==> src/rtl/kyber_bus_pkg.sv <==
// Shared types and register map for the Kyber accelerator bus initiator.
package kyber_bus_pkg;

  typedef enum logic [1:0] {
    OP_WRITE = 2'd0,
    OP_READ  = 2'd1,
    OP_POLL  = 2'd2,
    OP_RSVD  = 2'd3
  } bus_op_e;

  typedef enum logic [2:0] {
    ST_IDLE  = 3'd0,
    ST_ISSUE = 3'd1,
    ST_GAP   = 3'd2,
    ST_CHECK = 3'd3,
    ST_RESP  = 3'd4
  } master_state_e;

  typedef struct packed {
    logic        err;
    logic [31:0] data;
  } rsp_entry_t;

  localparam int unsigned RSP_W = 33;

  localparam logic [31:0] ADDR_STATUS = 32'h0000_0000;
  localparam logic [31:0] ADDR_CTRL   = 32'h0000_0004;
  localparam logic [31:0] ADDR_RATE   = 32'h0000_0010;
  localparam logic [31:0] ADDR_DATA   = 32'h0000_0014;
  localparam logic [31:0] ADDR_CMD    = 32'h0000_0020;
  localparam logic [31:0] MEM_BASE    = 32'h0000_1000;

endpackage

==> src/rtl/kyber_rsp_fifo.sv <==
// Show-ahead synchronous response FIFO; DEPTH must be a power of two.
module kyber_rsp_fifo #(
  parameter int unsigned WIDTH = 33,
  parameter int unsigned DEPTH = 4
) (
  input  logic             clk,
  input  logic             rst_n,
  input  logic             push,
  input  logic [WIDTH-1:0] wdata,
  input  logic             pop,
  output logic [WIDTH-1:0] rdata,
  output logic             full,
  output logic             empty
);

  localparam int unsigned PTR_W = (DEPTH > 1) ? $clog2(DEPTH) : 1;
  localparam int unsigned CNT_W = $clog2(DEPTH + 1);

  logic [WIDTH-1:0] mem [DEPTH];
  logic [PTR_W-1:0] wr_ptr, rd_ptr;
  logic [CNT_W-1:0] count;
  logic             do_push, do_pop;

  assign full    = (count == CNT_W'(DEPTH));
  assign empty   = (count == '0);
  assign do_push = push && !full;
  assign do_pop  = pop && !empty;
  assign rdata   = mem[rd_ptr];

  always_ff @(posedge clk or negedge rst_n) begin
    if (!rst_n) begin
      wr_ptr <= '0;
      rd_ptr <= '0;
      count  <= '0;
    end else begin
      if (do_push) wr_ptr <= wr_ptr + PTR_W'(1);
      if (do_pop)  rd_ptr <= rd_ptr + PTR_W'(1);
      case ({do_push, do_pop})
        2'b10:   count <= count + CNT_W'(1);
        2'b01:   count <= count - CNT_W'(1);
        default: count <= count;
      endcase
    end
  end

  // Storage needs no reset; validity is tracked by count.
  always_ff @(posedge clk) begin
    if (do_push) mem[wr_ptr] <= wdata;
  end

endmodule

==> src/rtl/kyber_bus_master.sv <==
// Command-driven bus initiator: one bus transaction sequence and one queued
// response per WRITE/READ/POLL command.
module kyber_bus_master
  import kyber_bus_pkg::*;
#(
  parameter int unsigned TIMEOUT_CYCLES = 1024,
  parameter int unsigned POLL_MAX       = 4096,
  parameter int unsigned RSP_DEPTH      = 4
) (
  input  logic        clk,
  input  logic        rst_n,
  input  logic        cmd_valid,
  output logic        cmd_ready,
  input  logic [1:0]  cmd_op,
  input  logic [31:0] cmd_addr,
  input  logic [31:0] cmd_data,
  input  logic [31:0] cmd_mask,
  output logic        rsp_valid,
  input  logic        rsp_ready,
  output logic [31:0] rsp_data,
  output logic        rsp_err,
  output logic        busy,
  output logic        bus_enable,
  output logic        bus_write,
  output logic [31:0] bus_addr,
  output logic [31:0] bus_wdata,
  input  logic [31:0] bus_rdata,
  input  logic        bus_ready
);

  localparam int unsigned WD_W = $clog2(TIMEOUT_CYCLES + 1);
  localparam int unsigned AT_W = $clog2(POLL_MAX + 1);

  master_state_e   state, state_n;
  bus_op_e         op_q, op_n;
  logic [31:0]     data_q, data_n, mask_q, mask_n;
  logic [31:0]     rdata_q, rdata_n, rsp_data_q, rsp_data_n;
  logic            err_q, err_n;
  logic [WD_W-1:0] wd_cnt, wd_n;
  logic [AT_W-1:0] attempts, att_n;
  logic            cmd_ready_n, en_n, wr_n;
  logic [31:0]     addr_n, wdata_n;
  logic            push, fifo_full, fifo_empty;
  rsp_entry_t      push_entry, head_entry;

  assign push_entry = '{err: err_q, data: rsp_data_q};
  assign rsp_data   = head_entry.data;
  assign rsp_err    = head_entry.err;
  assign rsp_valid  = !fifo_empty;
  assign busy       = (state != ST_IDLE) || !fifo_empty;

  // Next-state and next-output logic.
  always_comb begin
    state_n    = state;
    op_n       = op_q;
    data_n     = data_q;
    mask_n     = mask_q;
    rdata_n    = rdata_q;
    rsp_data_n = rsp_data_q;
    err_n      = err_q;
    wd_n       = wd_cnt;
    att_n      = attempts;
    en_n       = bus_enable;
    wr_n       = bus_write;
    addr_n     = bus_addr;
    wdata_n    = bus_wdata;
    push       = 1'b0;
    case (state)
      ST_IDLE: begin
        if (cmd_valid && cmd_ready) begin
          op_n       = bus_op_e'(cmd_op);
          addr_n     = cmd_addr;
          data_n     = cmd_data;
          mask_n     = cmd_mask;
          wdata_n    = cmd_data;
          rsp_data_n = '0;
          err_n      = 1'b0;
          if (bus_op_e'(cmd_op) == OP_RSVD) begin
            err_n   = 1'b1;
            att_n   = '0;
            state_n = ST_RESP;
          end else begin
            en_n    = 1'b1;
            wr_n    = (bus_op_e'(cmd_op) == OP_WRITE);
            wd_n    = '0;
            att_n   = AT_W'(1);
            state_n = ST_ISSUE;
          end
        end
      end
      ST_ISSUE: begin
        // Completion wins over a watchdog expiring on the same edge.
        if (bus_ready) begin
          rdata_n = bus_rdata;
          en_n    = 1'b0;
          wr_n    = 1'b0;
          state_n = ST_GAP;
        end else if (wd_cnt == WD_W'(TIMEOUT_CYCLES - 1)) begin
          wd_n    = WD_W'(TIMEOUT_CYCLES);
          en_n    = 1'b0;
          wr_n    = 1'b0;
          err_n   = 1'b1;
          state_n = ST_GAP;
        end else if (wd_cnt != WD_W'(TIMEOUT_CYCLES)) begin
          wd_n = wd_cnt + WD_W'(1);
        end
      end
      ST_GAP: begin
        if (err_q || op_q != OP_POLL) begin
          rsp_data_n = (err_q || op_q == OP_WRITE) ? 32'd0 : rdata_q;
          state_n    = ST_RESP;
        end else begin
          state_n = ST_CHECK;
        end
      end
      ST_CHECK: begin
        rsp_data_n = rdata_q;
        if ((rdata_q & mask_q) == (data_q & mask_q)) begin
          state_n = ST_RESP;
        end else if (attempts == AT_W'(POLL_MAX)) begin
          err_n   = 1'b1;
          state_n = ST_RESP;
        end else begin
          att_n   = attempts + AT_W'(1);
          en_n    = 1'b1;
          wr_n    = 1'b0;
          wd_n    = '0;
          state_n = ST_ISSUE;
        end
      end
      ST_RESP: begin
        if (!fifo_full) begin
          push    = 1'b1;
          state_n = ST_IDLE;
        end
      end
      default: begin
        en_n    = 1'b0;
        wr_n    = 1'b0;
        state_n = ST_IDLE;
      end
    endcase
    cmd_ready_n = (state_n == ST_IDLE);
  end

  always_ff @(posedge clk or negedge rst_n) begin
    if (!rst_n) begin
      state      <= ST_IDLE;
      op_q       <= OP_WRITE;
      data_q     <= '0;
      mask_q     <= '0;
      rdata_q    <= '0;
      rsp_data_q <= '0;
      err_q      <= 1'b0;
      wd_cnt     <= '0;
      attempts   <= '0;
      cmd_ready  <= 1'b0;
      bus_enable <= 1'b0;
      bus_write  <= 1'b0;
      bus_addr   <= '0;
      bus_wdata  <= '0;
    end else begin
      state      <= state_n;
      op_q       <= op_n;
      data_q     <= data_n;
      mask_q     <= mask_n;
      rdata_q    <= rdata_n;
      rsp_data_q <= rsp_data_n;
      err_q      <= err_n;
      wd_cnt     <= wd_n;
      attempts   <= att_n;
      cmd_ready  <= cmd_ready_n;
      bus_enable <= en_n;
      bus_write  <= wr_n;
      bus_addr   <= addr_n;
      bus_wdata  <= wdata_n;
    end
  end

  kyber_rsp_fifo #(
    .WIDTH (RSP_W),
    .DEPTH (RSP_DEPTH)
  ) u_rsp_fifo (
    .clk   (clk),
    .rst_n (rst_n),
    .push  (push),
    .wdata (push_entry),
    .pop   (rsp_ready),
    .rdata (head_entry),
    .full  (fifo_full),
    .empty (fifo_empty)
  );

endmodule

==> config.mk <==
export PLATFORM = sky130hd
export DESIGN_NAME = kyber_bus_master
export DESIGN_NICKNAME = d
export VERILOG_FILES = /design/src/rtl/kyber_bus_pkg.sv /design/src/rtl/kyber_rsp_fifo.sv /design/src/rtl/kyber_bus_master.sv
export SDC_FILE = /design/constraint.sdc
export NUM_CORES = 1
export LEC_CHECK = 0
export CORE_MARGIN = 5
export CORE_UTILIZATION = 53
export CTS_CLUSTER_DIAMETER = 150
export CTS_CLUSTER_SIZE = 40
export DETAILED_ROUTE_END_ITERATION = 10
export GPL_TIMING_DRIVEN = 0
export PLACE_DENSITY = 0.92
export SETUP_SLACK_MARGIN = 0.4
export SLEW_MARGIN = 20
export SYNTH_ARGS = -nofsm -noshare
export SYNTH_HDL_FRONTEND = slang
export SYNTH_SLANG_ARGS = --single-unit
==> constraint.sdc <==
create_clock -name clk -period 2.5 [get_ports clk]
set_input_delay 0.25 -clock clk [delete_from_list [all_inputs] [get_ports clk]]
set_output_delay 0.25 -clock clk [all_outputs]
set_load 0.01 [all_outputs]
### Yosys cells after proc, flatten, opt, wreduce, memory -nomap -nowiden

Memory sizes are Yosys's and may differ from the RTL's.
Index checks and enable logic that the tools add are counted.
Widths: inputs -> output; s select.

| operators by class | value |
|---|---|
| equal/unequal tests | 23 |
| add/subtract/negate cells | 6 |
| muxes and demuxes | 50 |
| bitwise logic cells | 3 |
| reductions and logical operators | 26 |

Operator list:

| kind | count |
|---|---|
| $mux 32 | 3 |
| $pmux 32 s3 | 1 |
| $mux 11 | 7 |
| $and 32x32->32 | 2 |
| $mux 13 | 3 |
| $pmux 11 s3 | 1 |
| $eq 32x32->1 | 1 |
| $pmux 13 s2 | 1 |
| $mux 3 | 8 |
| $mux 1 | 21 |
| $ne 2x2->1 const B | 9 |
| $pmux 3 s5 | 1 |
| $add 13x1->13 const B | 1 |
| $eq 13x13->1 const B | 1 |
| $reduce_and 6->1 | 2 |
| $add 11x1->11 const B | 1 |
| $eq 11x10->1 const B | 1 |
| $ne 11x11->1 const B | 1 |
| $logic_not 3->1 | 3 |
| $reduce_bool 3->1 | 3 |
| $pmux 1 s4 | 2 |
| $reduce_and 7->1 | 1 |
| $eq 3x2->1 const B | 2 |
| $eq 3x3->1 const B | 2 |
| other kinds (19) | 30 |

| storage, ports and cells | value |
|---|---|
| word-level logic and storage cells | 125 |
| memories | 1 |
| output and inout port bits | 102 |
| memory bits (writable) | 132 |
| bits in registers | 200 |
| bits of input ports | 135 |

Memory list:

| memory | depth | width | rd ports | clocked after Yosys merged registers in | wr ports | line | source |
|---|---|---|---|---|---|---|---|
| u_rsp_fifo.mem | 4 | 33 | 1 | 0 | 1 | kyber_rsp_fifo.sv:19 | `logic [WIDTH-1:0] mem [DEPTH];` |

### Longest topological paths before layout

Gate-level depths: netlist of run 1.

| logic depth | value |
|---|---|
| depth in word-level cells | 6 |
| mapped depth | 11 |
| mapped depth without buffers | 10 |

### By module

From an unflattened synthesis of run 1, not the netlist that was laid out.

| unflattened totals | value |
|---|---|
| cell total of the unflattened synthesis | 1,027 |
| area total of the unflattened synthesis | 13,459.2 um^2 |

Modules (own cells, without submodules):

| module | cells each | instances | area each (um^2) | seq. area each (um^2) |
|---|---|---|---|---|
| kyber_bus_master | 817 | 1 | 8,220.4 | 4,829.6 |
| kyber_rsp_fifo | 210 | 1 | 5,238.8 | 4,139.0 |

### Least setup slack after synthesis of run 1

No wires, ideal clock.

| path | value |
|---|---|
| path type | register to register |
| start | register state[0] |
| end | memory u_rsp_fifo.mem[0][0] (enable) |
| stages on the path, launching flop included | 6 |
| library setup time | 393 ps |
| arrival | 1,855 ps |
| data required time | 2,107 ps |
| path buffers | 2 |
| setup slack | 251 ps |
| period minus slack after synthesis | 2,249 ps |
| cells stage by stage | dfrtp_1 buf_6 nor2_1 and3_1 clkbuf_1 and2_1 |

| between the ends | value |
|---|---|
| longest elaborated chain between the ends | 5 |

RTL lines:

| element | line | source |
|---|---|---|
| start: declaration | kyber_bus_master.sv:34 | `master_state_e state, state_n;` |
| start signal: assignment | kyber_bus_master.sv:163 | `state <= state_n;` |
| $eq 3x3->1 | kyber_bus_master.sv:68 | `case (state)` |
| $mux 1 | kyber_bus_master.sv:68 |  |
| $logic_and 1x1->1 | kyber_rsp_fifo.sv:26 | `assign do_push = push && !full;` |
| $mux 1 | kyber_rsp_fifo.sv:48 | `if (do_push) mem[wr_ptr] <= wdata;` |
| $mux 1 (implied by the code) | kyber_rsp_fifo.sv:48 |  |
| end: declaration | kyber_rsp_fifo.sv:19 |  |

No other way between the ends.

### Worst setup path in the final report of run 1

| path | value |
|---|---|
| start | register rdata_q[28] |
| end | register bus_enable |

| between the ends | value |
|---|---|
| longest elaborated chain between the ends | 4 |

RTL lines:

| element | line | source |
|---|---|---|
| start: declaration | kyber_bus_master.sv:37 | `logic [31:0] rdata_q, rdata_n, rsp_data_q, rsp_data_n;` |
| start signal: assignment | kyber_bus_master.sv:167 | `rdata_q <= rdata_n;` |
| $and 32x32->32 | kyber_bus_master.sv:118 | `if ((rdata_q & mask_q) == (data_q & mask_q)) begin` |
| $eq 32x32->1 | kyber_bus_master.sv:118 |  |
| $ne 2x2->1 (no line) | - |  |
| $reduce_and 6->1 (no line) | - |  |
| end signal: assignment | kyber_bus_master.sv:173 | `bus_enable <= en_n;` |
| end: declaration | kyber_bus_master.sv:23 | `output logic bus_enable,` |

No other way between the ends.
A chain may end at the register's enable or synchronous reset.

==> results of run 1 <==
==> state kept, by name, summed over array words and instances (netlist names), 3 cells and up <==
signal / count
u_rsp_fifo.count: 3
bus_addr: 32
rsp_data_q: 32
rdata_q: 32
mask_q: 32
state: 3
u_rsp_fifo.mem: 132
attempts: 13
data_q: 32
wd_cnt: 11
==> Yosys cell counts (all sizes together) (8+ instances only) <==
| library cell | count |
|---|---|
| a31oi | 11 |
| and3 | 8 |
| mux4 | 33 |
| edfxtp | 132 |
| mux2 | 32 |
| ha | 9 |
| nor2 | 15 |
| o21ai | 41 |
| nand2 | 389 |
| inv | 17 |
| nand3 | 18 |
| buf | 13 |
| clkbuf | 44 |
| mux2i | 12 |
| xor2 | 35 |
| nor3 | 10 |
| a22oi | 16 |
| nand4 | 8 |
| dfrtp | 200 |
| nand2b | 12 |
==> power by group through the flow <==
stage	registers (mW)	logic, mW	clock network (mW)
after CTS	8.47	8.26	2.64
final	8.54	8.72	2.61
after floorplan	8.32	4.08	0
after global placement	8.44	7.33	0
after global routing	8.69	9.47	2.83
after detailed placement	8.55	7.58	0
==> repair_timing <==
item	CTS	global route
resized for setup	246	78
hold buffers	1	0
cloned	4	1
endpoints found under the hold margin	54	0
setup buffers	16	19
endpoints found under the setup margin	358	175
pin swaps	16	22
==> metal layers <==
| metal | GRT usage, % | part of all wire [%] |
|---|---|---|
| met4 | 9.06 | 3.8 |
| met2 | 44.4 | 51 |
| met3 | 5.98 | 7.9 |
| met1 | 32.5 | 37 |
| met5 | 0 | 0 |
==> area by class of cell <==
type                       count  area [µm²]
fill                        1701        7510
multi-input combinational    713        4720
clock buffer                  18         344
buffer                        57         410
antenna                        1        2.50
sequential                   332        8980
inverter                      17        63.8
timing repair buffer         279        2850
clock inverter                 1        30.0
tap                          330         413
==> worst paths after layout <==
| path | depth (start not counted) | to |
|---|---|---|
| setup reg to reg | 6 | bus_enable |
| setup / recovery | 6 | bus_enable |
| min in group clk | 3 | data_q[20] |
| hold / removal | 2 | rsp_data_q[28] |
| hold reg to reg | 2 | mask_q[4] |
| max in group asynchronous | 3 | mask_q[4] |
==> per-stage QoR <==
step / worst slack, ns / hold slack (ns) / area (µm²) / power, mW
finish: 0.160 / 0.225 / 17800 / 19.9
global route: 0.0973 / 0.235 / 17800 / 21.0
CTS: 0.173 / 0.231 / 17400 / 19.4
detailed placement: -0.329 / 0.217 / 16500 / 16.1
global placement: -7.17 / 0.458 / 16500 / 15.8
floorplan: 0.385 / -0.0456 / 13700 / 12.4
==> logic make-up (layout without fill, tap and decap cells) <==
kind of cell | count (synthesis) | count (layout) | synth area share (%)
fa+ha+maj | 10 | 10 | 0.969
xor+xnor | 38 | 38 | 2.43
compound gates | 100 | 100 | 4.82
other cells | 0 | 1 | 0
mux | 77 | 77 | 8.94
flops | 332 | 332 | 65.5
simple gates | 488 | 488 | 15.1
buf+inv | 74 | 372 | 2.20
==> impl_metrics.prom, run 1 <==
# TYPE chip_impl_metric gauge
chip_impl_info{name="run_status",value="finished clean"} 1
chip_impl_metric{name="dr.first_iter.drc_count",unit=""} 981
chip_impl_metric{name="setup.reg_to_reg.worst_slack",unit="ns"} 0.16
chip_impl_metric{name="worst-slew-pin-transition",unit="ns"} 0.594
chip_impl_metric{name="internal_power",unit="mW"} 12.6
chip_impl_metric{name="max_root_sink_buffers",unit=""} 3
chip_impl_metric{name="finalHoldViolCount",unit=""} 0
chip_impl_metric{name="cp_slowest_stage_delay",unit="ns"} 0.61
chip_impl_metric{name="dp.cells",unit=""} 1687
chip_impl_info{name="synth_area_leaders",value="sky130_fd_sc_hd__dfrtp_1 37%, sky130_fd_sc_hd__edfxtp_1 29%, sky130_fd_sc_hd__nand2_1 11%"} 1
chip_impl_metric{name="syn_area_per_cell",unit="µm²"} 12.2
chip_impl_metric{name="number_of_h_tree_branching_levels",unit=""} 1
chip_impl_info{name="cell_family_contributing_the_most_delay_on_the_critical_path",value="simple AND/OR/NAND/NOR gates"} 1
chip_impl_metric{name="globalRouteTotalUtil",unit="%"} 25.8
chip_impl_info{name="yosys.area.top_type",value="sky130_fd_sc_hd__dfrtp_1"} 1
chip_impl_metric{name="drt.antenna.violating_nets",unit=""} 0
chip_impl_info{name="timing.critical_path.slowest_stage_cell",value="sky130_fd_sc_hd__or4_4"} 1
chip_impl_metric{name="timing.critical_path.arrival",unit="ns"} 2.75
chip_impl_metric{name="final_slew_violations",unit=""} 0
chip_impl_metric{name="timing.fmax",unit="MHz"} 427
chip_impl_metric{name="post-route-drc-count",unit=""} 0
chip_impl_metric{name="asyncSetResetFlopFracSynth",unit="%"} 60.2
chip_impl_metric{name="combinationalPowerShare",unit="%"} 43.9
chip_impl_metric{name="flow.area_growth_from_synthesis",unit="%"} 30.1
chip_impl_metric{name="place.gp.congestion",unit=""} 0.908
chip_impl_metric{name="die_span_in_y",unit="µm"} 171
chip_impl_info{name="timing.critical_path.from",value="rdata_q[28]"} 1
chip_impl_metric{name="synth-edff-count",unit=""} 132
chip_impl_metric{name="ir_worst_vdd",unit="µV"} 834
chip_impl_info{name="worstSetupStartpointType",value="flop"} 1
chip_impl_metric{name="synthesis.yosys.warnings",unit=""} 0
chip_impl_info{name="regToRegStartpoint",value="rdata_q[28]"} 1
chip_impl_metric{name="cap_viol_max_count",unit=""} 0
chip_impl_metric{name="wl_per_cell",unit="µm"} 21.5
chip_impl_metric{name="report.final.setup_viol",unit=""} 0
chip_impl_metric{name="design.core.area",unit="µm²"} 25300
chip_impl_metric{name="syn_nets",unit=""} 1264
chip_impl_metric{name="final_net_count",unit=""} 1557
chip_impl_metric{name="switching_power",unit="mW"} 7.26
chip_impl_metric{name="critical_path_fanouts_max",unit=""} 4
chip_impl_metric{name="viasPerCell",unit=""} 5.60
chip_impl_metric{name="critPathRequiredTime",unit="ns"} 2.92
chip_impl_info{name="tritoncts_clock_tree",value="yes"} 1
chip_impl_metric{name="max-slew-margin-rel",unit="%"} 60.4
chip_impl_metric{name="floorplan.die.width",unit="µm"} 171
chip_impl_metric{name="clk_latency_worst_skew_pair",unit="ns"} 0.52
chip_impl_metric{name="power.density",unit="nW/µm²"} 1110
chip_impl_metric{name="buffer_ports.inserted",unit=""} 236
chip_impl_metric{name="synth.top_cell.area_share",unit="%"} 36.5
chip_impl_info{name="path_class",value="reg2reg"} 1
chip_impl_metric{name="finalClockSkew",unit="ns"} 0.0555
chip_impl_metric{name="synth_cell_types",unit=""} 60
chip_impl_info{name="most_used_flip_flop_cell_after_synthesis",value="sky130_fd_sc_hd__dfrtp_1"} 1
chip_impl_metric{name="final_cell_count_no_fill",unit=""} 1748
chip_impl_metric{name="grt_first_pass_wirelength",unit="mm"} 57.8
chip_impl_metric{name="io-pin-count",unit=""} 237
chip_impl_info{name="mostFrequentLayoutCell",value="sky130_fd_sc_hd__nand2_1"} 1
chip_impl_metric{name="firstDrtPassIters",unit=""} 5
chip_impl_metric{name="timing.final.crit_period",unit="ns"} 2.34
chip_impl_metric{name="total_standard_cell_area_after_synthesis",unit="µm²"} 13700
chip_impl_info{name="rsz0062_at_grt",value="true"} 1
chip_impl_metric{name="finalWirelength",unit="mm"} 37.5
chip_impl_metric{name="clk_sink_count",unit=""} 332
chip_impl_metric{name="placement_rows",unit=""} 58
chip_impl_metric{name="globalRouteOverflowTotal",unit=""} 0
chip_impl_metric{name="initial_utilization",unit="%"} 54.1
chip_impl_metric{name="final_core_utilization",unit="%"} 70.3
chip_impl_metric{name="vias_in_the_first_global_route",unit=""} 10203
chip_impl_metric{name="synth_sequential_area_ratio",unit="%"} 65.5
chip_impl_metric{name="power.clock.fraction",unit="%"} 13.1
chip_impl_info{name="worst_setup_path_end_kind",value="flop"} 1
chip_impl_metric{name="grt_antenna_before_repair",unit=""} 1
chip_impl_metric{name="floorplan.die_area",unit="µm²"} 29200
chip_impl_metric{name="final_clock_period_utilization_by_the_worst_path",unit="%"} 93.6
chip_impl_info{name="holdCritPathClass",value="in2async"} 1
chip_impl_info{name="path_cells",value="xor2_1, a22oi_1, nand4_2, or4_4, and3_4, o41a_1"} 1
chip_impl_metric{name="tritoncts.num_buffers",unit=""} 12
chip_impl_info{name="mostFrequentLayoutCells",value="388 x sky130_fd_sc_hd__nand2_1, 200 x sky130_fd_sc_hd__clkdlybuf4s50_1, 194 x sky130_fd_sc_hd__dfrtp_1, 132 x sky130_fd_sc_hd__edfxtp_1, 36 x sky130_fd_sc_hd__o21ai_0"} 1
chip_impl_info{name="ctsRootBufferMaster",value="sky130_fd_sc_hd__clkbuf_16"} 1
chip_impl_metric{name="fin_tns_setup",unit="ns"} 0
chip_impl_metric{name="switch_share",unit="%"} 36.6
chip_impl_metric{name="path_clk_slew",unit="ns"} 0.15
chip_impl_metric{name="synth_cells",unit=""} 1119
chip_impl_metric{name="final_layout_size_suffix_gt1_share",unit="%"} 18.1
chip_impl_metric{name="critPathBufInv",unit=""} 0
chip_impl_metric{name="post-dp-hpwl",unit="mm"} 26.8
chip_impl_metric{name="grt_start_max_net_pins",unit=""} 88
chip_impl_metric{name="yosys_register_bits",unit=""} 332
chip_impl_metric{name="total_leakage_power",unit="nW"} 7.45
chip_impl_metric{name="seq_power_share",unit="%"} 43.0
chip_impl_metric{name="via_count",unit=""} 9784
No activity file was read; power rests on OpenSTA's default activity.
==> run 2: changes to the inputs <==
- CORE_MARGIN: 5 -> 3
- SLEW_MARGIN: 20 -> default
==> impl_metrics.prom, run 2 (synthesized netlist as in run 1, its figures left out) <==
# TYPE chip_impl_metric gauge
chip_impl_info{name="ctsRootBufferMaster",value="sky130_fd_sc_hd__clkbuf_16"} 1
chip_impl_metric{name="max_root_sink_buffers",unit=""} 3
chip_impl_metric{name="max-slew-margin-rel",unit="%"} 52.8
chip_impl_metric{name="vias_in_the_first_global_route",unit=""} 10112
chip_impl_metric{name="design.core.area",unit="µm²"} 25300
chip_impl_metric{name="place.gp.congestion",unit=""} 0.887
chip_impl_metric{name="critPathBufInv",unit=""} 0
chip_impl_metric{name="post_dp_cell_area",unit="µm²"} 16500
chip_impl_metric{name="firstDrtPassIters",unit=""} 5
chip_impl_metric{name="timing.critical_path.arrival",unit="ns"} 2.69
chip_impl_metric{name="floorplan.die_area",unit="µm²"} 27800
chip_impl_metric{name="initial_utilization",unit="%"} 54.2
chip_impl_info{name="path_class",value="reg2reg"} 1
chip_impl_info{name="run_status",value="finished clean"} 1
chip_impl_metric{name="die_span_in_y",unit="µm"} 167
chip_impl_info{name="tritoncts_clock_tree",value="yes"} 1
chip_impl_metric{name="timing.final.crit_period",unit="ns"} 2.28
chip_impl_info{name="mostFrequentLayoutCell",value="sky130_fd_sc_hd__nand2_1"} 1
chip_impl_metric{name="finish.instance_area",unit="µm²"} 17900
chip_impl_metric{name="io-pin-count",unit=""} 237
chip_impl_metric{name="clk_latency_worst_skew_pair",unit="ns"} 0.52
chip_impl_info{name="holdCritPathClass",value="in2reg"} 1
chip_impl_metric{name="drt.antenna.violating_nets",unit=""} 0
chip_impl_metric{name="power.density",unit="nW/µm²"} 1120
chip_impl_metric{name="floorplan.die.width",unit="µm"} 167
chip_impl_info{name="rsz0062_at_grt",value="true"} 1
chip_impl_metric{name="tritoncts.num_buffers",unit=""} 12
chip_impl_metric{name="globalRouteTotalUtil",unit="%"} 26.4
chip_impl_metric{name="ir_worst_vdd",unit="µV"} 812
chip_impl_metric{name="final_net_count",unit=""} 1566
chip_impl_metric{name="dr.first_iter.drc_count",unit=""} 917
chip_impl_metric{name="path_clk_slew",unit="ns"} 0.15
chip_impl_metric{name="total_leakage_power",unit="nW"} 7.50
chip_impl_metric{name="finalWirelength",unit="mm"} 37.9
chip_impl_metric{name="worst-slew-pin-transition",unit="ns"} 0.709
chip_impl_info{name="cell_family_contributing_the_most_delay_on_the_critical_path",value="simple AND/OR/NAND/NOR gates"} 1
chip_impl_metric{name="critical_path_fanouts_max",unit=""} 3
chip_impl_metric{name="viasPerCell",unit=""} 5.61
chip_impl_metric{name="post-dp-hpwl",unit="mm"} 26.0
chip_impl_info{name="timing.critical_path.slowest_stage_cell",value="sky130_fd_sc_hd__or4_4"} 1
chip_impl_metric{name="final_layout_size_suffix_gt1_share",unit="%"} 19.3
chip_impl_info{name="mostFrequentLayoutCells",value="387 x sky130_fd_sc_hd__nand2_1, 200 x sky130_fd_sc_hd__clkdlybuf4s50_1, 195 x sky130_fd_sc_hd__dfrtp_1, 132 x sky130_fd_sc_hd__edfxtp_1, 42 x sky130_fd_sc_hd__buf_6"} 1
chip_impl_metric{name="cp_slowest_stage_delay",unit="ns"} 0.57
chip_impl_info{name="worstSetupStartpointType",value="flop"} 1
chip_impl_metric{name="cap_viol_max_count",unit=""} 0
chip_impl_metric{name="via_count",unit=""} 9858
chip_impl_metric{name="grt_first_pass_wirelength",unit="mm"} 57.5
chip_impl_metric{name="grt_antenna_before_repair",unit=""} 1
chip_impl_info{name="worst_setup_path_end_kind",value="flop"} 1
chip_impl_metric{name="final_core_utilization",unit="%"} 70.9
chip_impl_metric{name="report.final.setup_viol",unit=""} 0
chip_impl_metric{name="final_slew_violations",unit=""} 0
chip_impl_metric{name="hold-worst-slack",unit="ns"} 0.232
chip_impl_metric{name="wl_per_cell",unit="µm"} 21.6
chip_impl_metric{name="final_clock_period_utilization_by_the_worst_path",unit="%"} 91.1
chip_impl_metric{name="flow.area_growth_from_synthesis",unit="%"} 30.8
chip_impl_metric{name="clk_sink_count",unit=""} 332
chip_impl_metric{name="finalHoldViolCount",unit=""} 0
chip_impl_metric{name="buffer_ports.inserted",unit=""} 236
chip_impl_info{name="path_cells",value="xor2_2, a22oi_1, nand4_1, or4_4, and3_4, o41a_1"} 1
chip_impl_metric{name="power",unit="mW"} 20.0
chip_impl_metric{name="number_of_h_tree_branching_levels",unit=""} 1
chip_impl_metric{name="critPathRequiredTime",unit="ns"} 2.92
chip_impl_metric{name="globalRouteOverflowTotal",unit=""} 0
chip_impl_info{name="registers.top_by_ff_count",value="u_rsp_fifo.mem"} 1
chip_impl_metric{name="timing.fmax",unit="MHz"} 439
chip_impl_metric{name="grt_start_max_net_pins",unit=""} 128
chip_impl_metric{name="finalClockSkew",unit="ns"} 0.0496
chip_impl_metric{name="post-route-drc-count",unit=""} 0
chip_impl_metric{name="largest_register_ff_count",unit=""} 132
chip_impl_metric{name="placement_rows",unit=""} 58
[run 2: final timing paths]
path	startpoint	end	slack, ns	depth (start not counted)
max	rdata_q[30]	bus_enable	0.22	6
min reg2reg	mask_q[10]	mask_q[10]	0.49	2
max reg2reg	rdata_q[30]	bus_enable	0.22	6
min	cmd_mask[31]	mask_q[31]	0.23	3
max in group asynchronous	rst_n	attempts[10]	1.13	3
min in group asynchronous	rst_n	u_rsp_fifo.rd_ptr[0]	0.28	2
[run 2: worst reg2reg max path: stages (launching register included)]
cell,delay (ns)
sky130_fd_sc_hd__dfrtp_1,0.49
sky130_fd_sc_hd__xor2_2,0.23
sky130_fd_sc_hd__a22oi_1,0.20
sky130_fd_sc_hd__nand4_1,0.16
sky130_fd_sc_hd__or4_4,0.57
sky130_fd_sc_hd__and3_4,0.18
sky130_fd_sc_hd__o41a_1,0.35
[run 2: routing by layer]
metal | routed length (µm) | GRT usage [%]
met1 | 14300 | 33.6
met3 | 2660 | 4.58
met4 | 1160 | 7.86
met2 | 19800 | 46.7
met5 | 0 | 0
[run 2: through the flow]
stage               TNS [ns]  setup slack, ns  cells
floorplan                  0            0.385   1119
global placement    -1430.25            -7.12   1685
detailed placement     -9.26           -0.323   1686
CTS                        0            0.177   1735
global route               0            0.158   1757
finish                     0            0.223   1757
[run 2: final cells by class]
class	instances	area [µm²]
clock buffers	18	344
multi-input cells	717	4790
repair buffers	284	2880
well taps	330	413
diodes	1	2.50
flip-flops and latches	332	8970
clock inverters	1	30.0
inverters	17	68.8
fillers	1707	7340
plain buffers	57	402
[run 2: repair_timing]
item                                   in CTS  in global routing
pin swaps                                  31                 19
setup buffers                              25                 17
gates resized for setup                   249                 96
endpoints found under the hold margin      73                  0
gates cloned                                4                  4
hold buffers                                1                  0
setup endpoints to repair                 358                329
[run 2: where the power goes]
part           switching, mW  internal, mW  total (mW)  leakage (nW)
clock                   1.61          1.00        2.61         0.178
combinational           4.41          4.46        8.87          3.58
sequential              1.34          7.16        8.51          3.75
==> variant 1 (config.mk and constraints of run 2) <==
`TIMEOUT_CYCLES`: 1024 -> 512.
--- a/src/rtl/kyber_bus_master.sv
+++ b/src/rtl/kyber_bus_master.sv
@@ -3,7 +3,7 @@
 module kyber_bus_master
   import kyber_bus_pkg::*;
 #(
-  parameter int unsigned TIMEOUT_CYCLES = 1024,
+  parameter int unsigned TIMEOUT_CYCLES = 512,
   parameter int unsigned POLL_MAX       = 4096,
   parameter int unsigned RSP_DEPTH      = 4
 ) (
Formal check against the unedited RTL: no difference found for any inputs over 4 cycles, from zero or initial values and one cycle with rst_n low; that may be too few to reach the edited logic, so the function may still have changed.
==> variant 1 against run 2 <==
- the run now ends with DRC left
- total power down 0.10%
- wire length up 3.6%
- largest cell class unchanged
- cell area up 1.4%
- count of clock-buffer cells in the layout up 1
- final cell count up 1.7%
- combinational power about the same
- synthesized area up 0.19%
- clock skew up 0.0038 ns
- first-iteration DRC count up 16%
- sequential cell count down 1
- largest power group unchanged
- setup slack worse by 0.025 ns
==> variant 1: results (changes against run 2) <==
Outcome
  – Outcome: complete, but fails checks
  – Failing checks: DRC

Worst setup path
  – R2R depth: 7 (+1)
  – CP peak stage delay: 0.52 ns (-0.05 ns)
  – Worst R2R End: attempts[4]
  – Crit-path max FO: 8 (+5)
  – Worst setup path startpoint: u_rsp_fifo.rd_ptr[0]
  – Worst R2R Start: rdata_q[29]
  – CP endpoint: rsp_data[22]
  – Critical Path AT: 2.05 ns (-0.64 ns)

Timing
  – Worst-Margin Slew: 0.637 ns (-0.0718 ns)
  – Fin Hold WS: 0.242 ns (+0.00943 ns)
  – Layout Skew: 0.0534 ns (+0.00378 ns)
  – Setup WS post-layout: 0.198 ns (-0.0250 ns)

Pwr
  – Logic power comb: 8.90 mW (about the same)
  – Sw Pwr: 7.41 mW (+0.50%)
  – VDD IR-drop max: 0.984 mV (+21%)
  – Comb pwr share: 44.6% (+0.2 points)
  – P_leak: 7.60 nW (+1.3%)
  – Seq power: 8.44 mW (-0.8%)

Final layout
  – Non-clk invs: 12 (-5)
  – Non-clk buf share: 19.2% (+0.85 points)
  – Bufs w/o clock: 360 (+5.6%)
  – Layout cells sized above 1: 21.3% (+2.0 points)
  – Multi-input gate share of total cell area: 26.8% (+0.084 points)
  – Sequential Area: 8960 um2 (-0.15%)
  – Clock buf count: 19 (+1)
  – Final core utilization: 71.7% (+0.79 points)
  – Ant. Diodes: 2 (+1)

Routing
  – Iteration-0 DRC Markers: 1068 (+16%)
  – DR pass1 iterations: 8 (+3)
  – Routed len/inst: 22.0 um (+1.9%)
  – Vias per inst: 5.73 (+2.2%)
  – DRC viols: 1 (+1)

GRT
  – Global-route track usage on met1: 34.5% (+0.89 points)
  – Overall global routing resource usage: 27.2% (+0.80 points)
  – Vias in the first global route: 10243 (+1.3%)
  – Met2 Track Usage GR: 46.6% (-0.12 points)
  – First-pass GRT wire length: 59100 um (+2.6%)
  – Initial antenna violation count: 2 (+1)

Hold path
  – Hold path startpoint: cmd_addr[8]
  – Worst hold endpoint: bus_addr[8]

Logic synthesis
  – Top cells by count, synth: nand2_1, dfrtp_1, edfxtp_1
  – Cell Area, Synth: 13700 um2 (+0.19%)
  – Fraction of registers with async set/reset: 60.1% (-0.12 points)
  – Seq/Total Area, Yosys: 65.2% (-0.31 points)
  – Net Count, Synth: 1273 (+0.71%)
  – Mapped Cells: 1128 (+0.80%)
  – Post-Synth Adder-Cell Area: 0.967% (-0.0019 points)
  – Mux share of post-synthesis cell area: 8.19% (-0.75 points)
  – Top post-synthesis cells by area: dfrtp_1, edfxtp_1, nand2_1

Placed design
  – Dpl hpwl: 26200 um (+0.91%)
  – Dpl cells: 1695 (+0.53%)
  – Placed cell area: 16500 um2 (+0.11%)
  – GP Congestion: 0.939 (+6.0%)

CTS
  – Resize count post-CTS: 252 (+1.2%)
## variant 1: changes by cell type after synthesis, moves of 5 or more
cell,before,now
o31ai_1,2,7
nand2b_1,12,2
o21ai_0,39,47
a31oi_1,11,0
clkbuf_1,44,33
nor2_1,15,20
nand4_1,6,13
buf_6,1,6
or3_1,1,12
inv_1,17,12
a21oi_1,6,20
mux2i_1,12,2
## variant 1: worst min-delay path, stage by stage
cell             delay [ns]
clkdlybuf4s50_1        0.39
nand2_1                0.05
nand2_1                0.04
## variant 1: layer usage
| metal | up-vias | share of wire [%] | wire length, um |
|---|---|---|---|
| met4 | 0 | 4.8 | 1880 |
| met5 | - | 0 | 0 |
| met1 | 5040 | 36 | 14300 |
| met3 | 120 | 7.9 | 3100 |
| met2 | 537 | 51 | 20000 |
| li1 | 4548 | - | - |
==> variant 2 (flow settings as in run 2) <==
Made on the original files. The 5 states of `master_state_e` get a one-hot encoding in 5 bits.
--- a/src/rtl/kyber_bus_pkg.sv
+++ b/src/rtl/kyber_bus_pkg.sv
@@ -8,12 +8,12 @@
     OP_RSVD  = 2'd3
   } bus_op_e;
 
-  typedef enum logic [2:0] {
-    ST_IDLE  = 3'd0,
-    ST_ISSUE = 3'd1,
-    ST_GAP   = 3'd2,
-    ST_CHECK = 3'd3,
-    ST_RESP  = 3'd4
+  typedef enum logic [4:0] {
+    ST_IDLE  = 5'b00001,
+    ST_ISSUE = 5'b00010,
+    ST_GAP   = 5'b00100,
+    ST_CHECK = 5'b01000,
+    ST_RESP  = 5'b10000
   } master_state_e;
 
   typedef struct packed {
Behaviour: no difference found for any inputs over 4 cycles, from zero or initial values and one cycle with rst_n low; so few cycles prove little.
==> variant 2 against run 2 <==
- the run now ends with setup timing left
- total power fell by 1.0%
- wire length grew 15%
- synthesized cell count shrank 7.1%
- synthesized area shrank 1.4%
- setup slack lost 0.28 ns
- sequential cell count is 2 higher
- cell area grew 1.5%
- die area decreased by 1.4%
- largest cell class unchanged
- largest power group unchanged
==> variant 2: results (changes against run 2) <==
Routing
  – DR pass1 iterations: 6 (+1)
  – Met2 wire length: 21900 um (+10%)
  – Vias: 10473 (+6.2%)
  – Max layer used: met5
  – Met3 WL: 4370 um (+64%)
  – WL met1: 14700 um (+2.6%)
  – Iteration-0 DRC Markers: 1337 (+46%)
  – Total Routed Length: 43500 um (+15%)

GRT
  – Vias in the first global route: 10215 (+1.0%)
  – First-pass GRT wire length: 58900 um (+2.3%)
  – Largest net degree at the start of global routing: 111 (-13%)
  – Initial antenna violation count: 2 (+1)
  – Overall global routing resource usage: 28.3% (+1.9 points)

Placed design
  – Setup WS pre-CTS: -0.503 ns (-0.180 ns)
  – GP Congestion: 0.869 (-1.9%)
  – Dpl hpwl: 25300 um (-2.8%)

Final layout
  – NumNets Final: 1526 (-2.6%)
  – Max FFs per register: 132 (unchanged)
  – Layout cells sized above 1: 22.1% (+2.8 points)
  – Fill cell count: 1483 (-13%)

Logic synthesis
  – Fraction of registers with async set/reset: 60.5% (+0.24 points)
  – Net Count, Synth: 1185 (-6.3%)
  – Top cells by count, synth: nand2_1, dfrtp_1, edfxtp_1
  – Top post-synthesis cells by area: dfrtp_1, edfxtp_1, nand2_1
  – Number of flops mapped to enable cells by yosys: 132 (unchanged)

Outcome
  – Outcome: complete, but fails checks
  – Failing checks: setup timing

Worst setup path
  – Worst R2R Start: rdata_q[2]
  – Critical Path AT: 2.94 ns (+0.25 ns)
  – CP peak stage delay: 0.64 ns (+0.07 ns)
  – Worst R2R End: wd_cnt[10]
  – R2R depth: 8 (+2)
  – Crit-path max FO: 5 (+2)

Timing
  – Count of final setup violators: 14 (+14)
  – Setup WS post-layout: -0.0568 ns (-0.279 ns)
  – Layout Skew: 0.0402 ns (-0.00947 ns)
  – Worst-Margin Slew: 0.852 ns (+0.144 ns)

Hold path
  – Hold path startpoint: cmd_addr[5]
  – Worst hold endpoint: bus_addr[5]

Pwr
  – P_leak: 7.64 nW (+1.8%)
  – VDD IR-drop max: 0.659 mV (-19%)
## variant 2: area by class of cell
| type | instances | area, um2 | share of cell area (%) |
|---|---|---|---|
| sequential | 334 | 9030 | 49.7 |
| multi-input combinational | 667 | 4660 | 25.6 |
| timing repair buffer | 311 | 3250 | 17.9 |
| tap | 324 | 405 | 2.23 |
| buffer | 43 | 400 | 2.20 |
| clock buffer | 19 | 348 | 1.91 |
| inverter | 12 | 50.0 | 0.275 |
| clock inverter | 1 | 30.0 | 0.165 |
| antenna | 1 | 2.50 | 0.0138 |
## variant 2: cells by family after synthesis
group | count (synthesis) | synth area share [%]
muxes | 68 | 8.41
buffers and inverters | 55 | 1.60
AOI/OAI and AO/OA | 109 | 6.08
and+or+nand+nor | 424 | 13.5
adders and majority gates | 10 | 0.983
xor gates and xnor gates | 40 | 2.60
DFF | 334 | 66.8
## variant 2: per-stage QoR
step | cells | util (%) | instance area (um2)
finish | 1712 | 73.7 | 18200
global route | 1711 | 73.7 | 18200
floorplan | 1040 | - | 13500
CTS | 1676 | 71.5 | 17700
global placement | 1600 | 66.0 | 16300
detailed placement | 1601 | 66.2 | 16300
## variant 2: worst max-delay path, delay by kind of cell, from the launching register on
| kind | cells | cell delay (ns) |
|---|---|---|
| AOI/OAI and AO/OA | 3 | 0.77 |
| xor gates and xnor gates | 1 | 0.19 |
| buffers and inverters | 1 | 0.15 |
| DFF | 1 | 0.45 |
| and+or+nand+nor | 3 | 0.87 |
## variant 2: how the worst max path moves through the flow
| stage | startpoint | to | slack, ns | cells past startpoint |
|---|---|---|---|---|
| detailed placement | u_rsp_fifo.rd_ptr[0] | rsp_data[22] | -0.50 | 4 |
| finish | rdata_q[2] | wd_cnt[10] | -0.06 | 8 |
| CTS | wd_cnt[1] | bus_write | 0.05 | 8 |
| global placement | rst_n | rsp_data_q[16] | -7.12 | 1 |
| global route | rdata_q[2] | wd_cnt[5] | -0.15 | 7 |
| floorplan | data_q[30] | wd_cnt[10] | 0.35 | 8 |
## variant 2: where the power goes
part / switching, mW / internal (mW) / total [mW]
registers: 1.16 / 6.86 / 8.02
logic: 4.53 / 4.57 / 9.10
clock network: 1.66 / 1.01 / 2.66
## variant 2: layer usage
layer,vias up,GRT usage (%)
met5,-,0
met4,4,11.2
met3,165,6.91
met2,787,47.4
met1,5142,35.7
li1,4375,-
## variant 2: repair_timing
item | CTS | global route
gates resized for setup | 189 | 192
pin swaps | 45 | 47
endpoints found under the setup margin | 326 | 342
setup buffers | 44 | 21
hold buffers | 1 | 0
endpoints found under the hold margin | 108 | 0
gates cloned | 10 | 14
